===== config.mk =====
export PLATFORM = sky130hd
export DESIGN_NAME = mem_port_arbiter
export DESIGN_NICKNAME = d
export VERILOG_FILES = /design/src/rtl/mem_arb_pkg.sv /design/src/rtl/mem_arb_pick.sv /design/src/rtl/mem_port_arbiter.sv
export SDC_FILE = /design/constraint.sdc
export NUM_CORES = 1
export LEC_CHECK = 0
export BUFFER_PORTS_ARGS = -buffer_cell sky130_fd_sc_hd__buf_2
export CAP_MARGIN = 10
export CORE_MARGIN = 2
export CORE_UTILIZATION = 51
export DETAILED_ROUTE_END_ITERATION = 12
export PLACE_DENSITY = 0.92
export SETUP_SLACK_MARGIN = 0.4
export SLEW_MARGIN = 20
export SYNTH_ARGS = -nofsm -noshare
export SYNTH_HDL_FRONTEND = slang
export SYNTH_HIERARCHICAL = 1
export SYNTH_SLANG_ARGS = --single-unit

===== constraint.sdc =====
create_clock -name clk -period 5.99 [get_ports clk]
set_input_delay 0.599 -clock clk [delete_from_list [all_inputs] [get_ports clk]]
set_output_delay 0.599 -clock clk [all_outputs]
set_load 0.05 [all_outputs]

===== src/rtl/mem_arb_pkg.sv =====
// Shared types and constants for the fetch/data memory port arbiter.
package mem_arb_pkg;

  typedef enum logic [1:0] {
    IDLE,
    ISSUE,
    WAIT
  } state_t;

  typedef enum logic {
    OWN_IF,
    OWN_D
  } owner_t;

  localparam int MEM_ARB_CNT_W = 4;

endpackage


===== src/rtl/mem_arb_pick.sv =====
// Combinational winner selection between fetch and data requesters.
// MEM_ARB_RR_EN selects round-robin on a tie; otherwise data always wins.
module mem_arb_pick
  import mem_arb_pkg::*;
(
  input  logic   if_req,
  input  logic   d_req,
  input  owner_t last_owner,
  output logic   valid,
  output owner_t owner
);

  assign valid = if_req | d_req;

`ifdef MEM_ARB_RR_EN
  always_comb begin
    owner = OWN_D;
    if (if_req && d_req) begin
      // Tie goes to whoever was not served last.
      owner = (last_owner == OWN_D) ? OWN_IF : OWN_D;
    end else if (if_req) begin
      owner = OWN_IF;
    end
  end
`else
  logic unused_last_owner;
  assign unused_last_owner = (last_owner == OWN_D);
  assign owner = d_req ? OWN_D : OWN_IF;
`endif

endmodule


===== src/rtl/mem_port_arbiter.sv =====
// Shares one single-ported memory between instruction fetch and load/store.
// MEM_ARB_RR_EN enables round-robin tie-breaking (default: data over fetch).
module mem_port_arbiter
  import mem_arb_pkg::*;
#(
  parameter int ADDR_W  = 16,
  parameter int DATA_W  = 32,
  parameter int MEM_LAT = 1
) (
  input  logic              clk,
  input  logic              rst,
  input  logic              if_req,
  input  logic [ADDR_W-1:0] if_addr,
  output logic              if_gnt,
  output logic              if_rvalid,
  output logic [DATA_W-1:0] if_rdata,
  input  logic              d_req,
  input  logic              d_we,
  input  logic [ADDR_W-1:0] d_addr,
  input  logic [DATA_W-1:0] d_wdata,
  output logic              d_gnt,
  output logic              d_rvalid,
  output logic [DATA_W-1:0] d_rdata,
  output logic              mem_en,
  output logic              mem_we,
  output logic [ADDR_W-1:0] mem_addr,
  output logic [DATA_W-1:0] mem_wdata,
  input  logic [DATA_W-1:0] mem_rdata,
  output logic              busy
);

  // state | meaning
  // IDLE  | sample requests, latch the winner
  // ISSUE | memory strobe and owner grant asserted
  // WAIT  | latency countdown, capture rdata on terminal count

  localparam logic [MEM_ARB_CNT_W-1:0] LAT_INIT = MEM_ARB_CNT_W'(MEM_LAT);
  localparam logic [MEM_ARB_CNT_W-1:0] CNT_ONE  = MEM_ARB_CNT_W'(1);

  state_t                   state, state_nxt;
  owner_t                   owner_q, last_owner, pick_owner;
  logic                     pick_valid;
  logic                     we_q;
  logic [MEM_ARB_CNT_W-1:0] cnt;

  mem_arb_pick u_pick (
    .if_req     (if_req),
    .d_req      (d_req),
    .last_owner (last_owner),
    .valid      (pick_valid),
    .owner      (pick_owner)
  );

`ifdef MEM_ARB_RR_EN
  always_ff @(posedge clk or posedge rst) begin
    if (rst) begin
      last_owner <= OWN_D;
    end else if (state == IDLE && pick_valid) begin
      last_owner <= pick_owner;
    end
  end
`else
  assign last_owner = OWN_D;
`endif

  always_comb begin
    state_nxt = state;
    case (state)
      IDLE:    if (pick_valid) state_nxt = ISSUE;
      ISSUE:   state_nxt = WAIT;
      WAIT:    if (cnt == CNT_ONE) state_nxt = IDLE;
      default: state_nxt = IDLE;
    endcase
  end

  // Outputs are registered from the decision made in the preceding cycle,
  // so the mem_* strobes are high exactly while the FSM sits in ISSUE.
  always_ff @(posedge clk or posedge rst) begin
    if (rst) begin
      state     <= IDLE;
      owner_q   <= OWN_D;
      we_q      <= 1'b0;
      cnt       <= '0;
      busy      <= 1'b0;
      if_gnt    <= 1'b0;
      d_gnt     <= 1'b0;
      if_rvalid <= 1'b0;
      d_rvalid  <= 1'b0;
      if_rdata  <= '0;
      d_rdata   <= '0;
      mem_en    <= 1'b0;
      mem_we    <= 1'b0;
      mem_addr  <= '0;
      mem_wdata <= '0;
    end else begin
      state     <= state_nxt;
      busy      <= (state_nxt != IDLE);
      if_gnt    <= 1'b0;
      d_gnt     <= 1'b0;
      if_rvalid <= 1'b0;
      d_rvalid  <= 1'b0;
      mem_en    <= 1'b0;
      mem_we    <= 1'b0;
      mem_addr  <= '0;
      mem_wdata <= '0;
      case (state)
        IDLE: begin
          if (pick_valid) begin
            owner_q <= pick_owner;
            mem_en  <= 1'b1;
            if (pick_owner == OWN_D) begin
              we_q      <= d_we;
              d_gnt     <= 1'b1;
              mem_we    <= d_we;
              mem_addr  <= d_addr;
              mem_wdata <= d_wdata;
            end else begin
              we_q     <= 1'b0;
              if_gnt   <= 1'b1;
              mem_addr <= if_addr;
            end
          end
        end
        ISSUE: cnt <= LAT_INIT;
        WAIT: begin
          cnt <= cnt - CNT_ONE;
          if (cnt == CNT_ONE) begin
            if (owner_q == OWN_D) begin
              d_rvalid <= 1'b1;
              d_rdata  <= we_q ? '0 : mem_rdata;
            end else begin
              if_rvalid <= 1'b1;
              if_rdata  <= mem_rdata;
            end
          end
        end
        default: ;
      endcase
    end
  end

endmodule


=== Word level (Yosys, flattened, before mapping) ===
Index checks and enable logic that the tools add are counted.

* Register bits: 127
* Latch bits: 0
* Bits in writable memories: 0
* ROM bits: 0
* Bits of input ports: 101
* Output and inout bits: 119
* Logic and storage cells: 56
* Memories kept: 0

* Add/subtract/negate cells: 1
* $mul: 0
* Divide/modulo/power cells: 0
* Magnitude comparators: 0
* Eq/ne operators: 3
* Shifts and indexed selects: 0
* Muxes and demuxes: 29
* Bitwise gates (word level): 2
* Reduce and logical (&&, ||, !) cells: 6

{| class="wikitable"
|+ Operators with widths
! cell !! number
|-
| two-way mux 32 bit || 4
|-
| two-way mux 16 bit || 3
|-
| two-way mux 1 bit || 18
|-
| one-hot mux 4 bit (2 select lines) || 1
|-
| one-hot mux 2 bit (3 select lines) || 1
|-
| AND reduction 3 bit || 2
|-
| == test 4 x 1 -> 1 bit (second input constant) || 1
|-
| two-way mux 2 bit || 2
|-
| nonzero test 2 bit || 2
|-
| subtractor 4 x 1 -> 4 bit (second input constant) || 1
|-
| == test 2 x 1 -> 1 bit (second input constant) || 1
|-
| == test 2 bit (second input constant) || 1
|-
| logical NOT 2 bit || 1
|-
| AND reduction 2 bit || 1
|-
| NOT 1 bit || 1
|-
| OR 1 bit || 1
|}

=== Depth between registers and ports, before layout ===
* Depth in word-level cells: 4
* Gate-level depth with buffers: 8
* Mapped depth without buffers: 5

=== By module ===
Netlist, hierarchy kept.

{| class="wikitable"
|+ Modules (own cells, without submodules)
! module !! times used !! cells each !! area each (um^2) !! sequential area each (um^2)
|-
| mem_port_arbiter || 1 || 355 || 5117.4 || 3179.3
|-
| mem_arb_pick || 1 || 2 || 13.8 || 0.0
|}

=== Worst setup path after synthesis ===
OpenSTA, ideal clock, no wires.

* Path type: flip-flop to flip-flop
* Start point: register state[0]
* End point: register if_rdata[10]
* Setup time: 125 ps
* Data arrival time: 1698 ps
* Required time: 5865 ps
* Path slack: 4167 ps
* Cell stages (with the launch flop): 9
* Path buffers: 3
* Clock period less this slack: 1823 ps
* Cells stage by stage: dfrtp_1 -> inv_1 -> ha_1 -> buf_6 -> and4bb_4 -> nor2b_4 -> buf_6 -> buf_12 -> mux2_4

* Word-level cells in the longest chain between the ends: 2

{| class="wikitable"
|+ Ends and longest elaborated chain
! what !! RTL line !! RTL
|-
| from (decl) || mem_port_arbiter.sv:40 || <nowiki>state_t state, state_nxt;</nowiki>
|-
| from (signal assigned) || mem_port_arbiter.sv:96 || <nowiki>state <= state_nxt;</nowiki>
|-
| == test 2 bit || mem_port_arbiter.sv:106 || <nowiki>case (state)</nowiki>
|-
| AND reduction 3 bit (no source line) || - ||
|-
| to (signal assigned) || mem_port_arbiter.sv:133 || <nowiki>if_rdata <= mem_rdata;</nowiki>
|-
| to (decl) || mem_port_arbiter.sv:16 || <nowiki>output logic [DATA_W-1:0] if_rdata,</nowiki>
|}

No other way between the ends.
A chain may end at the register's enable or synchronous reset.

=== Worst setup path after layout ===
* Start point: register state[0]
* End point: register if_rdata[31]

The elaborated chain is that of the path after synthesis.

==> metrics.md <==
| Metric | Value |
|---|---|
| Clk_lat worst skew | 0.52 ns |
| Share of cells above drive strength 1 | 0.545 |
| Vias in the first global route | 3,741 |
| Routed WL per cell | ~16 um |
| H-tree depth | 4 |
| Die Footprint | 10,900 um^2 |
| Syn Area/Cell | 14.4 um^2 |
| Vias per inst | 4.94 |
| Area grow syn2layout | 32.8% |
| Ports | 220 |
| Post-layout util | 0.697 |
| Met1 usage in global routing | 0.265 |
| Worst vdd ir | 0.345 mV |
| TritonCTS clock tree | built |
| Max Cap Viol | 0 |
| Worst rel slew slack | 0.424 |
| Worst-Margin Slew | 0.864 ns |
| Post-synth net total | 463 |
| Grt met3 use | 0.0739 |
| Max-slew violations | 0 |
| CP Data Required Time | 6.39 ns |
| Net count, final | roughly 700 |
| 1st-pass router iterations | 4 |
| Final hold vios | 0 |
| Setup TNS | 0 ns |
| Vias | between 3,000 and 4,000 |
| Met2 GRT Util | 0.390 |
| Post-CTS resize count | 0 |
| Final Cycle Share | 0.392 |
| Die height | 104 um |
| DP HPWL | 8230 um |
| Hold_buf cts | 0 |
| Worst setup SP type | register |
| Status | finished, final reports clean |
| Clock slew seen by the registers of the worst setup and hold paths | around 0.060 ns |
| Die X | 104 um |
| RR Startpoint | state[0] |
| Core area | 9770 um^2 |
| Total global routing track utilization | 0.225 |
| CTS buffer count | 17 |
| Hold WC Path Type | in -> async |
| RR Endpoint | if_rdata[31] |
| Cell count after synthesis | 356 |
| Mapped cell area | a little over 5000 um^2 |
| Buffers on Ports | 219 |
| Leak Pwr | 3.63 nW |
| Clock Tree Buf Depth | 2 |
| Kind of critical path | reg -> reg |
| Post-route ant nets | 0 |
| Filler Cell Count | 692 |
| PD cells | 648 nW/um^2 |
| Synth warnings | 6 |
| Worst Skew | 0.00883 ns |
| Antenna violations before repair | 0 |
| Busiest layer in global routing | met2 |
| Final WL | 11,800 um |
| CTS Sinks | approximately 130 |
| Setup bufs post-CTS | 0 |
| Endpoints failing setup | 0 |
| Starting density of the core | 0.525 |
| Critical path endpoint category | register |
| R2R depth | 6 |
| Reg2Reg Setup Slack | between 3 and 4 ns |
| DR iter-0 viols | 169 |
| First-pass GRT wire length | 18,900 um |
| Grt total ovfl | 0 |
| Critical Path AT | about 2.8 ns |
| Min Tclk post-route | 2.35 ns |
| Crit-path max FO | 33 |
| Drt drc | 0 |
| Root Buffer | clkbuf_8 |
| Largest net degree at the start of global routing | 69 |
| GP Congestion | ~0.76 |
| N_diodes | 0 |
| Max Clock Freq | 426 MHz |
| Site Rows | 36 |
| RSZ-0062 raised after global routing | no |
-- area by class of cell --
cell class / count / area [um^2] / share of cell area
clock buffers: 25 / 494 / 0.0726
repair buffers: 221 / 1110 / 0.163
clock inverters: 6 / 80.1 / 0.0118
flip-flops and latches: 127 / 3180 / 0.467
multi-input cells: 198 / 1740 / 0.255
inverters: 10 / 40.0 / 0.00588
well taps: 133 / 166 / 0.0244
-- where the power goes --
group          switching [mW]  internal (mW)
logic                    1.46          0.596
clock network           0.338          0.642
registers               0.198           1.17
-- stage by stage --
stage	hold WS [ns]	setup slack [ns]	cells	cell area (um^2)	power (mW)
floorplan	0.496	2.01	356	5130	2.97
CTS	0.213	3.67	720	6810	4.45
global route	0.263	3.55	720	6810	4.60
detailed placement	0.488	3.48	689	6240	3.44
global placement	0.481	3.62	689	6230	3.37
finish	0.217	3.64	720	6810	4.41
-- per-layer routing --
metal,routed length (um),up-vias
met4,119,0
met3,727,10
met1,4690,1776
met5,0,-
li1,-,1613
met2,6290,155
-- sequential cells by signal, summed over array words and instances, names as in the netlist, 2 cells and up --
name / cells
if_rdata: 32
mem_addr: 16
state: 2
cnt: 4
d_rdata: 32
mem_wdata: 32
-- placed cells by master (no fill, tap or decap), types with 2 or more instances in the layout --
cell       count
mux2_2        35
nand3_1        2
nor3_1         2
clkbuf_1       3
clkbuf_16     16
o21ai_0        5
nor2_1        19
a21o_1         2
dfrtp_1      125
buf_4          2
bufinv_16      2
nor2b_1       32
clkinv_2       4
a21oi_1        2
mux2_4        29
mux2i_1       16
ha_1           6
buf_2        219
clkbuf_8       6
inv_1          9
nand3b_1       2
and2_1        33
-- worst max-delay path, stage by stage (launching register included) --
cell	delay [ns]
dfrtp_1	0.45
inv_1	0.12
ha_1	0.32
and4bb_4	0.28
nor2b_4	0.13
buf_4	0.50
mux2_2	0.40
-- worst max path at each step --
stage | start | endpoint | slack (ns) | cells past startpoint
2_1_floorplan | rst | busy | 2.01 | 1
3_3_place_gp | d_req | we_q | 3.62 | 5
3_5_place_dp | d_req | we_q | 3.48 | 5
4_1_cts | state[0] | if_rdata[30] | 3.67 | 6
5_1_grt | state[0] | if_rdata[30] | 3.55 | 6
6_report | state[0] | if_rdata[31] | 3.64 | 6
Power figures use the tool's default switching activity.
